**src/rtl/md_issue_ctrl_pkg.sv**
```systemverilog
// Shared definitions for the MD issue controller: MD opcode values (identical
// to what the MDU decodes), op-class decode helpers and the shadow FSM states.
package md_issue_ctrl_pkg;

  localparam logic [3:0] MD_NOP   = 4'd0;
  localparam logic [3:0] MD_MULT  = 4'd1;
  localparam logic [3:0] MD_MULTU = 4'd2;
  localparam logic [3:0] MD_DIV   = 4'd3;
  localparam logic [3:0] MD_DIVU  = 4'd4;
  localparam logic [3:0] MD_MFHI  = 4'd5;
  localparam logic [3:0] MD_MFLO  = 4'd6;
  localparam logic [3:0] MD_MTHI  = 4'd7;
  localparam logic [3:0] MD_MTLO  = 4'd8;

  typedef enum logic [1:0] {
    ST_IDLE     = 2'd0,
    ST_MUL_WAIT = 2'd1,
    ST_DIV_WAIT = 2'd2
  } md_state_e;

  // START ops kick off a multi-cycle MDU operation.
  function automatic logic is_start(input logic [3:0] op);
    return (op == MD_MULT) || (op == MD_MULTU) || (op == MD_DIV) || (op == MD_DIVU);
  endfunction

  // Divide-type START ops take the longer latency.
  function automatic logic is_div(input logic [3:0] op);
    return (op == MD_DIV) || (op == MD_DIVU);
  endfunction

  // MOVE_TO ops write HI/LO directly.
  function automatic logic is_move_to(input logic [3:0] op);
    return (op == MD_MTHI) || (op == MD_MTLO);
  endfunction

  // MOVE_FROM ops read HI/LO.
  function automatic logic is_move_from(input logic [3:0] op);
    return (op == MD_MFHI) || (op == MD_MFLO);
  endfunction

  // Any non-nop op touches the MDU and must respect its busy window.
  function automatic logic is_md(input logic [3:0] op);
    return op != MD_NOP;
  endfunction

endpackage

```
**src/rtl/md_busy_shadow.sv**
```systemverilog
// Cycle-exact shadow of the MDU busy window: a down-counter plus a small FSM
// that remembers which kind of operation is outstanding. Freezes under req the
// same way the MDU freezes its own counter.
module md_busy_shadow
  import md_issue_ctrl_pkg::*;
#(
  parameter int CNT_W = 8
) (
  input  logic             clk,
  input  logic             reset,
  input  logic             i_load,
  input  logic             i_is_div,
  input  logic [CNT_W-1:0] i_latency,
  input  logic             i_req,
  output logic             o_pred_busy
);

  md_state_e        r_state;
  logic [CNT_W-1:0] r_cnt;

  // Busy is simply "not idle"; the counter is non-zero exactly when not idle.
  assign o_pred_busy = (r_state != ST_IDLE);

  // Load on issue, count down while not frozen, drop back to idle on 1->0.
  always_ff @(posedge clk) begin
    if (reset) begin
      r_state <= ST_IDLE;
      r_cnt   <= '0;
    end else begin
      case (r_state)
        ST_IDLE: begin
          if (i_load) begin
            r_cnt   <= i_latency;
            r_state <= i_is_div ? ST_DIV_WAIT : ST_MUL_WAIT;
          end
        end
        default: begin
          if (!i_req) begin
            // A latency of 0 or 1 still leaves after one cycle, never wraps.
            if (r_cnt <= CNT_W'(1)) begin
              r_cnt   <= '0;
              r_state <= ST_IDLE;
            end else begin
              r_cnt <= r_cnt - CNT_W'(1);
            end
          end
        end
      endcase
    end
  end

endmodule

```
**src/rtl/md_issue_ctrl.sv**
```systemverilog
// E-stage initiator for the multiply/divide unit: drives the MDU command bus,
// stalls MD-class instructions that meet a busy unit, and flags any
// disagreement between the MDU busy output and the local shadow.
module md_issue_ctrl
  import md_issue_ctrl_pkg::*;
#(
  parameter int MUL_CYCLES = 5,
  parameter int DIV_CYCLES = 10,
  parameter int CNT_W      = 8
) (
  input  logic        clk,
  input  logic        reset,
  input  logic        req,
  input  logic        e_valid,
  input  logic [3:0]  e_mdop,
  input  logic [31:0] e_rs,
  input  logic [31:0] e_rt,
  input  logic        md_busy,
  output logic        md_en,
  output logic [3:0]  md_op,
  output logic [31:0] md_a,
  output logic [31:0] md_b,
  output logic        stall,
  output logic        proto_err
);

  logic             w_pred_busy;
  logic             w_stall;
  logic             w_md_en;
  logic [CNT_W-1:0] w_latency;
  logic             r_proto_err;

  // Latency chosen from the op in E; only consumed when an issue happens.
  assign w_latency = is_div(e_mdop) ? CNT_W'(DIV_CYCLES) : CNT_W'(MUL_CYCLES);

  // Stall is not masked by req so D/E hold their contents across an exception
  // request that arrives while the unit is busy.
  assign w_stall = e_valid & is_md(e_mdop) & w_pred_busy;
  assign w_md_en = e_valid & is_start(e_mdop) & ~w_pred_busy & ~req;

  md_busy_shadow #(
    .CNT_W (CNT_W)
  ) u_shadow (
    .clk         (clk),
    .reset       (reset),
    .i_load      (w_md_en),
    .i_is_div    (is_div(e_mdop)),
    .i_latency   (w_latency),
    .i_req       (req),
    .o_pred_busy (w_pred_busy)
  );

  // Opcode is squashed to nop whenever the op must not take effect, which keeps
  // mthi/mtlo from writing HI/LO under a busy unit or during req.
  always_comb begin
    md_op = MD_NOP;
    if (e_valid && !w_stall && !req) begin
      md_op = e_mdop;
    end
  end

  assign md_en     = w_md_en;
  assign md_a      = e_rs;
  assign md_b      = e_rt;
  assign stall     = w_stall;
  assign proto_err = r_proto_err;

  // Sticky protocol error: any cycle where the MDU and the shadow disagree.
  always_ff @(posedge clk) begin
    if (reset) begin
      r_proto_err <= 1'b0;
    end else if (md_busy != w_pred_busy) begin
      r_proto_err <= 1'b1;
    end
  end

endmodule

```
**config.mk**
```make
export PLATFORM = sky130hd
export DESIGN_NAME = md_issue_ctrl
export DESIGN_NICKNAME = d
export VERILOG_FILES = /design/src/rtl/md_issue_ctrl_pkg.sv /design/src/rtl/md_busy_shadow.sv /design/src/rtl/md_issue_ctrl.sv
export SDC_FILE = /design/constraint.sdc
export NUM_CORES = 1
export LEC_CHECK = 0
export ABC_AREA = 1
export CAP_MARGIN = 30
export CORE_ASPECT_RATIO = 1.75
export CORE_MARGIN = 3
export CORE_UTILIZATION = 28
export DETAILED_ROUTE_END_ITERATION = 10
export PLACE_DENSITY = 0.87
export SLEW_MARGIN = 20
export SYNTH_ARGS = -nofsm -noshare
export SYNTH_HDL_FRONTEND = slang
export SYNTH_SLANG_ARGS = --single-unit
```
**constraint.sdc**
```tcl
create_clock -name clk -period 1.9 [get_ports clk]
set_input_delay 0.475 -clock clk [delete_from_list [all_inputs] [get_ports clk]]
set_output_delay 0.475 -clock clk [all_outputs]
set_load 0.005 [all_outputs]
```
==> qor.yml, run 1 <==
outcome:
  run_status: "complete, no violations"
global_route:
  initial_antenna_violation_count: 0
  first_global_vias: 916
  global_route.overflow_total: 0
  first_pass_grt_wire_length_mm: 4.126
  globalRouteTotalUtil: 0.09948
  grt_start_max_net_pins: 8
placement:
  dpl-instance-area_um2: 1094
  routabilityCongestion: 0.8189
  place_ws_ns: -0.5577
  sum_of_net_half_perimeters_after_detailed_placement_mm: 2.174
  port_buffers: 15
setup_path:
  critical_path_start_type: "primary input"
  crit_path_max_fanout: 2
  rr_endpoint: "u_shadow.r_cnt[3]"
  arrival_ns: 1.30
  path_cells: "dlygate4sd2_1, inv_2, nand2_1, nor2_4, nand2_4, inv_1, clkdlybuf4s15_1"
  worst_path_largest_cell_delay_ns: 0.26
  number_of_cells_on_the_worst_reg_to_reg_path: 9
  r2r_setup_slack_ns: 0.40
  required_ns: 1.42
  reg2reg_from: "u_shadow.r_cnt[0]"
  critical_path.slowest_cell: "dlygate4sd2_1"
  criticalPathCategory: "primary input to output port"
  endpoint_kind: "output port"
sta:
  final_critical_path_setup_slack_ns: 0.1253
  fmax_ghz: 0.5635
  hold_violations: 0
  slew_violations: 0
  maxSlewHeadroom: 0.8574
  finClkSkew_ns: 0.001462
  sum_of_negative_setup_slack_ns: 0
  post-route-min-period_ns: 1.775
  rsz_0062_raised_after_global_routing: "no"
  finalSetupViolations: 0
  final.period_utilization: 0.9340
  max_slew.worst_pin.slew_ns: 0.2136
clocking:
  cts.clk_slew.worst_paths_ns: 0.05
  cts_tree: "done"
  ctsRootBufferMaster: "clkbuf_8"
  post_cts_hold_buffer_count: 0
  clkSinkCount: 11
  clockBufferDepth: 2
  cts.htree.levels: 1
  insertion_delay_ns: 0.23
  cts_inserted_buffers: 3
synthesis:
  synth.ff_latch_count: 11
  yosysUniqueCellTypes: 18
  synth_fp_nets: 264
  yosysSeqAreaShare: 0.1731
  yosysWarningCount: 0
  cell_area_after_technology_mapping_um2: 1272
  post_synthesis_average_cell_area_um2: 6.733
  postSynthCellCount: 189
drt:
  drt-pass1-iter-count: 4
  vias: 934
  wl_mm: 2.712
  remaining_drc_errors: 0
  drtAntennaViolNets: 0
  drt_first_iter_violations: 23
  average_detailed_routed_wire_length_per_instance_um: 12.98
  via_per_inst: 4.469
finish:
  final_layout_size_suffix_gt1_frac: 0.3188
  area_growth_syn_to_layout_pct: -9.243
  fin_nets: 236
  insertedDiodeCount: 0
  final_area_um2: 1155
  final_core_utilization: 0.2707
  total_of_fill_cells_in_the_finished_design: 492
hold_path:
  holdPathEnd: "proto_err"
  hold_start: "proto_err"
  whs_path_depth: 2
  worstHoldPathType: "flop to flop"
floorplanning:
  die_area_um2: 5421
  initial_core_util: 0.2982
  dieWidth_um: 56.96
  core_area_um2: 4267
  pin_count: 144
  row_count: 31
  dieHeight_um: 95.18
run:
  max-cap-violations: 0
power_and_ir_drop:
  powerDensity_nw_per_um2: 926.6
  vdd_ir_drop_max_mv: 0.2558
  total_leakage_power_nw: 0.5853
## stage by stage
step                      power, mW  hold slack (ns)  instances
final                         1.070           0.4740        209
after CTS                     1.079           0.4825        208
after detailed placement     0.8374           0.4683        201
after floorplan              0.7995           0.4559        189
after global routing          1.162           0.5127        209
after global placement       0.8231           0.4638        201
## flip-flops by register name (all words and copies together) (netlist names)
register / flops
u_shadow.r_cnt: 8
u_shadow.r_state: 2
proto_err: 1
## final cells by class
cell class	count	area, um^2	share of cell area
Inverter	20	75.07	0.06501
Clock buffer	4	45.04	0.03900
Tap cell	49	61.31	0.05309
Sequential cell	11	220.2	0.1907
Multi-Input combinational cell	94	519.2	0.4496
Timing Repair Buffer	31	234.0	0.2026
## layer usage
layer  up-vias  wire length [um]  global-route usage
met5         -                 0                   0
met4         0               407              0.1625
met3        52               283             0.02304
met2        36              1340              0.1765
met1       392               680             0.06107
li1        454                 -                   -
## cell usage in the layout (no fill, tap or decap)
cell,n
nand2_1,26
nor2_1,23
inv_1,14
buf_4,14
dfxtp_1,11
nand3_1,10
inv_2,6
o21ai_0,5
a21oi_1,5
nor2_2,4
nor2_4,4
nand2_2,4
clkbuf_2,4
buf_2,4
xor2_1,3
clkbuf_8,3
dlygate4sd2_1,3
clkdlybuf4s50_1,3
nand3_2,2
nand2_4,2
ha_1,2
buf_6,2
o21ai_4,1
xnor2_1,1
a21oi_4,1
o21ai_1,1
clkbuf_1,1
clkdlybuf4s15_1,1
## worst max-delay path, delay by kind of cell
family	cells	cell delay (ns)
buf+inv	4	0.55
simple gates	3	0.27
## worst max-delay path by stage
stage              start       end  slack (ns)
6_report             req     md_en        0.13
5_1_grt              req     md_en        0.06
4_1_cts        e_mdop[2]  md_op[2]       -0.10
3_5_place_dp   e_mdop[1]  md_op[2]       -0.56
3_3_place_gp   e_mdop[1]  md_op[1]       -0.52
2_1_floorplan  e_mdop[3]  md_op[0]        0.43
## synth_stat cells, drive strengths merged
master	n	area, um^2
ha	2	25.02
inv	20	75.07
xor2	3	26.28
a21oi	6	41.29
xnor2	1	8.760
dfxtp	11	220.2
buf	64	480.5
o21ai	7	46.29
nor2	31	146.4
nand2	32	142.6
nand3	12	60.06
## repair_timing
| action | 4_1_cts | 5_1_grt |
|---|---|---|
| setup endpoints to repair | 6 | 6 |
| setup buffers | 3 | 1 |
| gates resized for setup | 32 | 12 |
| pin swaps | 4 | 3 |
## cell families after synthesis
kind of cell / count (synthesis) / synth area share
xor gates and xnor gates: 4 / 0.02754
and+or+nand+nor: 75 / 0.2743
AOI/OAI and AO/OA: 13 / 0.06883
adders and majority gates: 2 / 0.01966
DFF: 11 / 0.1731
buffers and inverters: 84 / 0.4366
## power breakdown
part / leakage, nW / switching, mW / total [mW] / internal [mW]
combinational: 0.473 / 0.318 / 0.537 / 0.219
clock: 0.0228 / 0.0828 / 0.230 / 0.147
sequential: 0.0897 / 0.0327 / 0.303 / 0.271
Power figures use the tool's default switching activity.
==> run 2: changes to the inputs <==
Clock period 1.9 ns to 1.8 ns, I/O delays scaled along.
==> run 2 against run 1 <==
  * Count of clock-buffer cells in the layout unchanged
  * Non-clock buffer count increased by 3
  * Clock skew up 0.0035 ns
  * Critical endpoint unchanged
==> qor.yml, run 2 (synthesis results as in run 1) <==
outcome:
  run_status: "complete, no violations"
placement:
  port_buffers: 15
  routabilityCongestion: 0.8296
  sum_of_net_half_perimeters_after_detailed_placement_mm: 2.157
  cell_count_after_placement: 201
  place_ws_ns: -0.6306
hold_path:
  worstHoldPathType: "flop to flop"
sta:
  final_critical_path_setup_slack_ns: 0.02410
  finalSetupViolations: 0
  hold_violations: 0
  slew_violations: 0
  fmax_ghz: 0.5631
  max_slew.worst_pin.slew_ns: 0.2107
  final.period_utilization: 0.9866
  post-route-min-period_ns: 1.776
  maxSlewHeadroom: 0.8594
  finClkSkew_ns: 0.004945
setup_path:
  cp-endpoint: "md_en"
  crit_path_max_fanout: 2
  reg2reg_from: "u_shadow.r_cnt[0]"
  critical_path_start_type: "primary input"
  startpoint: "e_mdop[3]"
  number_of_cells_on_the_worst_reg_to_reg_path: 9
  rr_endpoint: "u_shadow.r_cnt[3]"
  criticalPathCategory: "primary input to output port"
  endpoint_kind: "output port"
  arrival_ns: 1.33
  required_ns: 1.35
  r2r_setup_slack_ns: 0.26
global_route:
  global_route.overflow_total: 0
  grt_start_max_net_pins: 8
  first_global_vias: 998
  globalRouteTotalUtil: 0.1045
  initial_antenna_violation_count: 0
  first_pass_grt_wire_length_mm: 4.250
floorplanning:
  pin_count: 144
  initial_core_util: 0.2982
  die_area_um2: 5421
  core_area_um2: 4267
  dieWidth_um: 56.96
  row_count: 31
  dieHeight_um: 95.18
drt:
  average_detailed_routed_wire_length_per_instance_um: 13.28
  drt_first_iter_violations: 16
  drtAntennaViolNets: 0
  drt-pass1-iter-count: 3
  via_per_inst: 4.613
  wl_mm: 2.816
  vias: 978
  remaining_drc_errors: 0
finish:
  area_growth_syn_to_layout_pct: -2.753
  largest_reg_flops: 8
  mostFrequentLayoutCells: "nand2_1, nor2_1, buf_4"
  fin_nets: 239
  insertedDiodeCount: 0
  final_core_utilization: 0.2900
  largest-register: "u_shadow.r_cnt"
  final_layout_size_suffix_gt1_frac: 0.3681
  total_of_fill_cells_in_the_finished_design: 462
  final_cells: 212
  mostFrequentLayoutCell: "nand2_1"
run:
  max-cap-violations: 0
power_and_ir_drop:
  powerDensity_nw_per_um2: 940.9
  post-layout-total-power_mw: 1.164
  vdd_ir_drop_max_mv: 0.2594
  total_leakage_power_nw: 0.6043
clocking:
  cts.clk_slew.worst_paths_ns: 0.05
  insertion_delay_ns: 0.24
  clockBufferDepth: 2
  ctsRootBufferMaster: "clkbuf_8"
  cts.htree.levels: 1
  clkSinkCount: 11
  post_cts_hold_buffer_count: 0
  cts_inserted_buffers: 3
  cts_tree: "done"
run 2: worst min-delay path by stage:
stage,from,slack (ns),depth (start not counted),to
after detailed placement,proto_err,0.47,2,proto_err
after global placement,proto_err,0.46,2,proto_err
after CTS,u_shadow.r_cnt[6],0.48,2,u_shadow.r_cnt[6]
after global routing,u_shadow.r_cnt[6],0.50,2,u_shadow.r_cnt[6]
after floorplan,u_shadow.r_cnt[6],0.46,2,u_shadow.r_cnt[6]
final,u_shadow.r_cnt[6],0.48,2,u_shadow.r_cnt[6]
run 2: repair_timing:
item / in CTS / in global routing
buffers inserted: 7 / 1
pin swaps: 11 / 7
setup endpoints to repair: 6 / 12
gates resized for setup: 41 / 16
run 2: final cells by class:
| cell class | count | area, um^2 | area share |
|---|---|---|---|
| sequential | 11 | 220.2 | 0.1780 |
| timing repair buffer | 34 | 271.5 | 0.2194 |
| tap | 49 | 61.31 | 0.04954 |
| clock buffer | 4 | 45.04 | 0.03640 |
| multi-input combinational | 94 | 564.3 | 0.4560 |
| inverter | 20 | 75.07 | 0.06067 |
run 2: through the flow:
stage	hold slack (ns)	setup TNS, ns	instance area (um^2)
2_1_floorplan	0.4559	0	1272
3_3_place_gp	0.4639	-3.784	1094
3_5_place_dp	0.4656	-4.116	1094
4_1_cts	0.4792	0	1215
5_1_grt	0.4989	-0.02296	1237
6_report	0.4755	0	1237
run 2: layer usage:
metal,up-vias,wire length (um),global-route usage
met5,-,0,0
met4,0,502,0.1992
met3,62,315,0.02304
met1,407,684,0.06036
met2,47,1312,0.1765
li1,462,-,-
run 2: worst max-delay path: stages:
cell and delay [ns]:
buf_2 0.12, buf_6 0.12, nor2_4 0.07, nand2_2 0.06, buf_4 0.13, nand2_2 0.07, nand2_4 0.05, inv_1 0.05
clkdlybuf4s15_1 0.21
run 2: report_power, final:
group / switching, mW / internal, mW / leakage [nW]
sequential: 0.0343 / 0.286 / 0.0897
combinational: 0.354 / 0.245 / 0.492
clock: 0.0899 / 0.155 / 0.0228
==> run 3: changes to the inputs <==
Settings changed: ABC_CLOCK_PERIOD_IN_PS from default to 1800.
==> results of run 3 <==
The final DEF is identical to that of run 2; final timing and power are the same.
